## config.mk

```make
export PLATFORM = sky130hd
export DESIGN_NAME = sound_detect
export DESIGN_NICKNAME = d
export VERILOG_FILES = /design/src/rtl/sound_pkg.sv /design/src/rtl/sync_edge.sv /design/src/rtl/sound_detect.sv
export SDC_FILE = /design/constraint.sdc
export NUM_CORES = 1
export LEC_CHECK = 0
export ABC_AREA = 1
export CAP_MARGIN = 30
export CORE_MARGIN = 4
export CORE_UTILIZATION = 35
export DETAILED_ROUTE_END_ITERATION = 6
export PLACE_DENSITY_LB_ADDON = 0.1
export SLEW_MARGIN = 20
export SYNTH_ARGS = -nofsm -noshare
export SYNTH_HDL_FRONTEND = slang
export SYNTH_HIERARCHICAL = 1
export SYNTH_SLANG_ARGS = --single-unit
export TNS_END_PERCENT = 1
```

## constraint.sdc

```tcl
create_clock -name clk -period 1.75 [get_ports clk]
set_input_delay 0.4375 -clock clk [delete_from_list [all_inputs] [get_ports clk]]
set_output_delay 0.4375 -clock clk [all_outputs]
set_load 0.1 [all_outputs]
```

## src/rtl/sound_pkg.sv

```systemverilog
// Shared definitions for the tone detector and its benches.
//   state_e      : detector FSM encoding (idle / measuring / locked)
//   Def*         : default tone-window and lock-count parameters
package sound_pkg;

  typedef enum logic [1:0] {
    StIdle    = 2'd0,
    StMeasure = 2'd1,
    StLocked  = 2'd2
  } state_e;

  // Default valid tone window, in clk cycles per rising edge of the tone.
  localparam int unsigned DefPeriodMin = 4;
  localparam int unsigned DefPeriodMax = 8;

  // Default number of consecutive in-window periods needed to declare a tone.
  localparam int unsigned DefHits = 3;

endpackage

```

## src/rtl/sync_edge.sv

```systemverilog
// Two-flop synchronizer for an asynchronous line, followed by a third flop used
// to detect a rising edge of the synchronized level.
//   clk  : sampling clock
//   rst  : asynchronous active-low reset, clears all three flops
//   din  : asynchronous input level
//   rise : one-cycle pulse, high while the synchronized level has just gone 0 -> 1
module sync_edge (
  input  logic clk,
  input  logic rst,
  input  logic din,
  output logic rise
);

  logic sync1_q, sync2_q, sync3_q;

  always_ff @(posedge clk or negedge rst) begin
    if (!rst) begin
      sync1_q <= 1'b0;
      sync2_q <= 1'b0;
      sync3_q <= 1'b0;
    end else begin
      sync1_q <= din;
      sync2_q <= sync1_q;
      sync3_q <= sync2_q;
    end
  end

  // sync2_q is the first metastability-safe copy; sync3_q is its one-cycle-old value.
  assign rise = sync2_q & ~sync3_q;

endmodule

```

## src/rtl/sound_detect.sv

```systemverilog
// Tone detector for a buzzer/microphone square wave.
// Measures the clk-cycle distance between successive rising edges of sound_in.
// After HITS consecutive distances inside [PERIOD_MIN, PERIOD_MAX] the tone is
// declared locked; it stays locked while periods stay in the window and drops
// on an out-of-window period or on silence longer than PERIOD_MAX cycles.
//   clk       : single clock, all state changes on its rising edge
//   rst       : asynchronous active-low reset
//   sound_in  : asynchronous tone input
//   clr_cnt   : synchronous clear of evt_count
//   tone_on   : registered level, high while locked
//   shock_evt : one-cycle pulse on the first locked cycle
//   evt_count : number of tone events seen, wraps at 255
module sound_detect
  import sound_pkg::*;
#(
  parameter int unsigned CNT_W      = 16,
  parameter int unsigned PERIOD_MIN = DefPeriodMin,
  parameter int unsigned PERIOD_MAX = DefPeriodMax,
  parameter int unsigned HITS       = DefHits
) (
  input  logic       clk,
  input  logic       rst,
  input  logic       sound_in,
  input  logic       clr_cnt,
  output logic       tone_on,
  output logic       shock_evt,
  output logic [7:0] evt_count
);

  localparam int unsigned HitW = (HITS < 2) ? 1 : $clog2(HITS + 1);

  localparam logic [CNT_W-1:0] PerOne = CNT_W'(1);
  localparam logic [CNT_W-1:0] PerMin = CNT_W'(PERIOD_MIN);
  localparam logic [CNT_W-1:0] PerMax = CNT_W'(PERIOD_MAX);
  // Saturation value doubles as the "silence" marker: one past the longest valid period.
  localparam logic [CNT_W-1:0] PerSat = CNT_W'(PERIOD_MAX + 1);

  // Hit count at which one more valid period completes the lock.
  localparam logic [HitW-1:0] HitLast = HitW'(HITS - 1);

  // ---------------------------------------------------------------------------
  // Input synchronization and edge detection
  // ---------------------------------------------------------------------------
  logic rise;

  sync_edge u_sync_edge (
    .clk  (clk),
    .rst  (rst),
    .din  (sound_in),
    .rise (rise)
  );

  // ---------------------------------------------------------------------------
  // Period counter
  // ---------------------------------------------------------------------------
  logic [CNT_W-1:0] per_cnt_q, per_cnt_d;
  logic             per_sat;
  logic             per_valid;

  // per_cnt_q on an edge cycle is the measured period (distance from the previous edge).
  assign per_sat   = (per_cnt_q == PerSat);
  assign per_valid = (per_cnt_q >= PerMin) && (per_cnt_q <= PerMax);

  always_comb begin
    per_cnt_d = per_cnt_q;
    if (rise) begin
      per_cnt_d = PerOne;
    end else if (!per_sat) begin
      per_cnt_d = per_cnt_q + PerOne;
    end
  end

  always_ff @(posedge clk or negedge rst) begin
    if (!rst) begin
      per_cnt_q <= '0;
    end else begin
      per_cnt_q <= per_cnt_d;
    end
  end

  // ---------------------------------------------------------------------------
  // Detector FSM: state register
  // ---------------------------------------------------------------------------
  state_e          state_q, state_d;
  logic [HitW-1:0] hit_q, hit_d;

  always_ff @(posedge clk or negedge rst) begin
    if (!rst) begin
      state_q <= StIdle;
      hit_q   <= '0;
    end else begin
      state_q <= state_d;
      hit_q   <= hit_d;
    end
  end

  // ---------------------------------------------------------------------------
  // Detector FSM: next state
  // ---------------------------------------------------------------------------
  always_comb begin
    state_d = state_q;
    hit_d   = hit_q;
    unique case (state_q)
      StIdle: begin
        // The counter value before the first edge is meaningless; just start measuring.
        if (rise) begin
          state_d = StMeasure;
          hit_d   = '0;
        end
      end
      StMeasure: begin
        // Silence wins over a coincident edge: a saturated count is never a valid period.
        if (per_sat) begin
          state_d = StIdle;
          hit_d   = '0;
        end else if (rise) begin
          if (!per_valid) begin
            hit_d = '0;
          end else if (hit_q == HitLast) begin
            state_d = StLocked;
            hit_d   = '0;
          end else begin
            hit_d = hit_q + HitW'(1);
          end
        end
      end
      StLocked: begin
        if (per_sat || (rise && !per_valid)) begin
          state_d = StIdle;
        end
      end
      default: begin
        state_d = StIdle;
        hit_d   = '0;
      end
    endcase
  end

  // ---------------------------------------------------------------------------
  // Detector FSM: outputs
  // ---------------------------------------------------------------------------
  logic       tone_q, tone_d;
  logic       shock_q, shock_d;
  logic [7:0] evt_count_q, evt_count_d;

  always_comb begin
    // Outputs are registered from the next state so they line up with the state itself.
    tone_d  = (state_d == StLocked);
    shock_d = (state_d == StLocked) && (state_q != StLocked);

    // The event being reported this cycle survives a simultaneous clear.
    evt_count_d = evt_count_q;
    if (clr_cnt) begin
      evt_count_d = shock_q ? 8'd1 : 8'd0;
    end else if (shock_q) begin
      evt_count_d = evt_count_q + 8'd1;
    end
  end

  always_ff @(posedge clk or negedge rst) begin
    if (!rst) begin
      tone_q      <= 1'b0;
      shock_q     <= 1'b0;
      evt_count_q <= 8'd0;
    end else begin
      tone_q      <= tone_d;
      shock_q     <= shock_d;
      evt_count_q <= evt_count_d;
    end
  end

  assign tone_on   = tone_q;
  assign shock_evt = shock_q;
  assign evt_count = evt_count_q;

endmodule

```

# ---- Yosys cells after proc, flatten, opt, wreduce, memory -nomap -nowiden
# Index checks and enable logic that the tools add are counted.
dict set report totals {
  reg_bits 33
  in_bits 4
  out_inout_bits 10
  wordCells 52
}
dict set report op_classes {
  magnitude_cmp 2
  n_bitwise 3
  mux 18
  eq_ne 9
  addsub 3
  n_reduce_logical 8
}
# cell count
set ops {}
lappend ops {{16-bit 2-to-1 mux} 2}
lappend ops {{2-bit 2-to-1 mux} 11}
lappend ops {{16-bit by 1-bit adder with 16-bit output (second input constant)} 1}
lappend ops {{16-bit by 4-bit equality test with 1-bit output (second input constant)} 1}
lappend ops {{16-bit by 3-bit >= comparator with 1-bit output (second input constant)} 1}
lappend ops {{16-bit by 4-bit <= comparator with 1-bit output (second input constant)} 1}
lappend ops {{8-bit 2-to-1 mux} 2}
lappend ops {{2-bit one-hot mux with 3 select lines} 2}
lappend ops {{8-bit by 1-bit adder with 8-bit output (second input constant)} 1}
lappend ops {{2-bit equality test (second input constant)} 3}
lappend ops {{2-bit inequality test (second input constant)} 3}
lappend ops {{1-bit logical AND} 3}
lappend ops {{3-bit inequality test (second input constant)} 1}
lappend ops {{3-bit AND reduction} 1}
lappend ops {{2-bit by 1-bit adder with 2-bit output (second input constant)} 1}
lappend ops {{2-bit by 1-bit equality test with 1-bit output (second input constant)} 1}
lappend ops {{2-bit zero test} 1}
lappend ops {{1-bit inverter} 2}
lappend ops {{2-bit nonzero test} 1}
lappend ops {{1-bit bitwise AND} 1}
lappend ops {{1-bit zero test} 1}
lappend ops {{1-bit logical OR} 1}
lappend ops {{1-bit 2-to-1 mux} 1}

# ---- Longest topological paths before layout
dict set report depth {
  ltp_word 9
  mapped_depth 10
  ltp_nobuf 10
}

# ---- Cells and area by module
# Netlist, hierarchy kept.
# mod cells_per_inst seq_area_each_um2 area_per_inst_um2 n_inst
set by_module_without_submodules {}
lappend by_module_without_submodules {sound_detect 214 750.7 1617.8 1}
lappend by_module_without_submodules {sync_edge 5 75.1 85.1 1}

# ---- Worst setup path before layout
# No wires, ideal clock.
dict set report synth_path {
  path_type {register to register}
  start {reg evt_count_q[0], in the netlist evt_count[0]}
  end {reg evt_count_q[6], in the netlist evt_count[6]}
  synth_period_minus_slack_ns 1.951
  path_stages_with_launch 9
  path_buffers 0
  setup_time_ns 0.123
  arrival_time_ns 1.828
  t_required_ns 1.627
  setup_slack_ns -0.201
  cell_sequence {dfrtp_1 -> ha_1 -> nand2_1 -> nor2_1 -> nand2_1 -> nor2_1 -> nand3_1 -> nand2_1 -> nor2_1}
}
dict set report synth_via {
  elab_chain_cells 3
}
# element line_no
set synth_lines {}
lappend synth_lines {{from (decl)} sound_detect.sv:144} ;# logic [7:0] evt_count_q, evt_count_d;
lappend synth_lines {{from (signal assigned)} sound_detect.sv:168} ;# evt_count_q <= evt_count_d;
lappend synth_lines {{8-bit by 1-bit adder with 8-bit output} sound_detect.sv:156} ;# evt_count_d = evt_count_q + 8'd1;
lappend synth_lines {{8-bit 2-to-1 mux} sound_detect.sv:155} ;# end else if (shock_q) begin
lappend synth_lines {{8-bit 2-to-1 mux} sound_detect.sv:153} ;# if (clr_cnt) begin
# No other way between the ends. The select of a mux whose other input is x is not followed.
# A chain may end at the register's enable or synchronous reset.

# ---- Worst setup path after layout
dict set report layout_path {
  start {in clr_cnt}
  end {reg evt_count_q[6], in the netlist evt_count[6]}
}
dict set report layout_via {
  elab_chain_cells 1
  word_cells_on_any_way 2
  classes_between {1 x mux; 1 x reduce/logical}
}
# element line_no
set layout_lines {}
lappend layout_lines {{from (decl)} sound_detect.sv:24} ;# input logic clr_cnt,
lappend layout_lines {{8-bit 2-to-1 mux / 2-bit nonzero test (equally long branches)} -}
# Several ways; a longest one is shown, not always the timed one.

==> impl_metrics.py <==
metrics = {
    "run_status": {
        "result_of_the_run": "finished clean",
    },
    "timing": {
        "max_freq_mhz": 664,
        "finalCritPeriodShare_pct": 86.0,
        "timing.final.setup_violations": 0,
        "timing.slew.headroom_pct": 73.7,
        "grt_setup_unrepaired": "false",
        "maxSlewViolCount": 0,
        "hold-worst-slack_ns": 0.357,
        "setup-tns-final_ns": 0,
        "timing.clock.skew_ns": 0.00392,
        "timing.final.crit_period_ns": 1.50,
        "tightestPinTransition_ns": 0.391,
        "timing.final.hold_violations": 0,
    },
    "clock_tree": {
        "tritoncts_clock_tree": "done",
        "cts_resized": 0,
        "cts_hold_buf": 0,
        "cts_setup_buffers": 0,
        "tritoncts_buffer_count": 5,
        "clk_pin_slew_worst_paths_ns": 0.08,
        "cts_num_sinks": 33,
        "worstSkewPairLatency_ns": 0.29,
        "clk_root_buffer_cell": "sky130_fd_sc_hd__clkbuf_8",
        "maximum_count_of_clock_buffers_along_a_single_path": 2,
        "cts-htree-levels": 2,
    },
    "detailed_routing": {
        "drc": 0,
        "detail-route-antenna-nets": 0,
        "drt_first_pass_iters": 4,
        "finalWirelength_um": 3480,
        "viasPerCell": 4.62,
        "vias": 1436,
        "post_drt_wl_per_cell_um": 11.2,
        "iteration_0_drc_count_of_the_detailed_router": 101,
    },
    "floorplanning": {
        "row_count": 25,
        "num_io_pins": 14,
        "core_um2": 4720,
        "floorplan.initialDensity_pct": 36.1,
        "die_area_um2": 6050,
        "x_dimension_of_the_die_um": 77.8,
        "die_y_um": 77.8,
    },
    "worst_hold_path": {
        "worst_hold_path_type": "flop to flop",
        "timing.hold.worst_path_depth": 0,
    },
    "critical_path": {
        "crit-reg2reg-capture": "hit_q[1]",
        "reg2reg_from": "per_cnt_q[1]",
        "worst-endpoint-required_ns": 1.93,
        "critical_path.startpoint": "clr_cnt",
        "critical_path_sink": "evt_count[6]",
        "worstPathMaxFanout": 3,
        "crit_path_end_kind": "flop",
        "r2r.worst_path.cells": 9,
        "timing_worst_setup_path_type": "input port to flop",
        "reg2reg_slack_ns": 0.27,
        "critPathArrivalTime_ns": 1.69,
        "startpoint_types": "input port",
    },
    "placed_design": {
        "buffers_on_ports": 13,
        "routability_congestion_estimate": 0.842,
        "place_hpwl_um": 2500,
        "detailed_place.area_um2": 2070,
    },
    "power_and_ir_drop": {
        "ir_worst_vdd_v": 0.000493,
        "power.density_nw_per_um2": 1010,
        "static-leakage-power_nw": 0.981,
    },
    "layout": {
        "num-nets-final": 251,
        "fin_area_um2": 2160,
        "antennaDiodeCount": 0,
        "layout.core_utilization_pct": 45.7,
        "layout-area-overhead-vs-synth_pct": 26.8,
        "layout-drive-gt1-share_pct": 16.0,
    },
    "grt": {
        "first_global_vias": 1348,
        "grt_first_pass_wirelength_um": 6090,
        "grt_use_total_pct": 12.5,
        "globalRoute.totalOverflow": 0,
        "largest_net_degree_at_the_start_of_global_routing": 34,
        "grt_antenna_before_repair": 0,
    },
    "synthesis": {
        "synth.ff_latch_count": 33,
        "synth.top_cell.area_share_pct": 48.5,
        "synth.top_cells.by_area": "sky130_fd_sc_hd__dfrtp_1 (48%), sky130_fd_sc_hd__nand2_1 (9.3%), sky130_fd_sc_hd__nor2_1 (7.9%)",
        "synth.yosys.seq_area_share_pct": 48.5,
        "yosys.area.top_type": "sky130_fd_sc_hd__dfrtp_1",
        "mappedNetlistArea_um2": 1700,
        "synth.avg_cell_area_um2": 7.78,
        "post_synthesis_cells": 219,
        "synthesis.nets": 227,
        "synth_cell_type_count": 22,
        "synthesis.yosys.warnings": 6,
    },
    "flow_run": {
        "drv.max_cap_violation_count": 0,
    },
}
## worst max-delay path, stage by stage
cell and delay [ns]:
sky130_fd_sc_hd__clkdlybuf4s50_1 0.49, sky130_fd_sc_hd__inv_1 0.08, sky130_fd_sc_hd__nand2_2 0.07, sky130_fd_sc_hd__nand2_1 0.05, sky130_fd_sc_hd__nor2_1 0.13, sky130_fd_sc_hd__nand2_1 0.10
sky130_fd_sc_hd__nor2_1 0.14, sky130_fd_sc_hd__nand3_1 0.08, sky130_fd_sc_hd__nand2_1 0.06, sky130_fd_sc_hd__nor2_1 0.03
## cells in the mapped netlist
cell type                  instances
sky130_fd_sc_hd__o31ai_1           1
sky130_fd_sc_hd__nor2_2            4
sky130_fd_sc_hd__nand3_1          21
sky130_fd_sc_hd__ha_1              4
sky130_fd_sc_hd__nand2_1          42
sky130_fd_sc_hd__o21bai_1          1
sky130_fd_sc_hd__o22ai_1           1
sky130_fd_sc_hd__nand4_1           4
sky130_fd_sc_hd__xor2_1            3
sky130_fd_sc_hd__o21ai_0          13
sky130_fd_sc_hd__nand2_2           2
sky130_fd_sc_hd__buf_2             2
sky130_fd_sc_hd__a21oi_1          12
sky130_fd_sc_hd__inv_2             3
sky130_fd_sc_hd__nor3_2            1
sky130_fd_sc_hd__inv_1            25
sky130_fd_sc_hd__nor2_1           36
sky130_fd_sc_hd__a31oi_1           2
sky130_fd_sc_hd__nor2_4            1
sky130_fd_sc_hd__nor3_1            7
sky130_fd_sc_hd__nand3_2           1
sky130_fd_sc_hd__dfrtp_1          33
## worst min-delay path by stage
stage | slack [ns] | to | from
floorplan | 0.14 | evt_count[0] | rst
global placement | 0.34 | u_sync_edge/sync2_q | u_sync_edge/sync1_q
detailed placement | 0.34 | u_sync_edge/sync2_q | u_sync_edge/sync1_q
CTS | 0.36 | u_sync_edge/sync2_q | u_sync_edge/sync1_q
global route | 0.37 | u_sync_edge/sync2_q | u_sync_edge/sync1_q
finish | 0.36 | u_sync_edge/sync2_q | u_sync_edge/sync1_q
## kinds of logic after synthesis
group | after synthesis | share of synthesized area (%)
buffers and inverters | 30 | 6.76
adders and majority gates | 4 | 2.94
AOI/OAI and AO/OA | 30 | 9.33
xor gates and xnor gates | 3 | 1.54
DFF | 33 | 48.5
and+or+nand+nor | 119 | 30.9
## routing by layer
metal  wire length [µm]  up-vias  global-route usage (%)
met5                  0        -                       0
met3                102        7                    2.55
met4                 74        0                    5.87
li1                   -      756                       -
met1               1660      658                    15.7
met2               1650       15                    20.5
## through the flow
stage               cells  total power (W)  worst slack (ns)
floorplan             219          0.00143            0.0320
detailed placement    303          0.00161           -0.0205
global placement      303          0.00160            0.0244
finish                311          0.00218             0.245
CTS                   311          0.00221             0.257
global route          311          0.00235            0.0668
## power breakdown
| group | switching, W | internal (W) |
|---|---|---|
| Combinational | 0.000397 | 0.000224 |
| Sequential | 0.000102 | 0.000866 |
| Clock | 0.000314 | 0.000279 |
## cell type report
| cell class | count | area, µm² |
|---|---|---|
| flip-flops and latches | 33 | 830 |
| clock inverters | 3 | 22.5 |
| fillers | 457 | 2560 |
| clock buffers | 5 | 68.8 |
| inverters | 28 | 105 |
| multi-input cells | 156 | 762 |
| repair buffers | 19 | 288 |
| well taps | 67 | 83.8 |
## registers in the layout, indices dropped and copies added, names as in the netlist
name                 count
hit_q                    2
per_cnt_q               16
tone_on                  1
u_sync_edge/sync1_q      1
evt_count                8
u_sync_edge/sync2_q      1
u_sync_edge/sync3_q      1
shock_evt                1
state_q                  2
## layout by cell type (no fill, tap or decap), types with 4 or more instances in the layout
cell type,instances
sky130_fd_sc_hd__nor3_1,7
sky130_fd_sc_hd__a21oi_1,12
sky130_fd_sc_hd__nor2_1,36
sky130_fd_sc_hd__o21ai_0,13
sky130_fd_sc_hd__nand2_1,42
sky130_fd_sc_hd__nor2_2,4
sky130_fd_sc_hd__clkbuf_8,5
sky130_fd_sc_hd__nand4_1,4
sky130_fd_sc_hd__ha_1,4
sky130_fd_sc_hd__dfrtp_1,30
sky130_fd_sc_hd__inv_1,25
sky130_fd_sc_hd__buf_12,11
sky130_fd_sc_hd__nand3_1,21
sky130_fd_sc_hd__buf_4,5
Note: power is estimated with default switching activity, not from simulation.
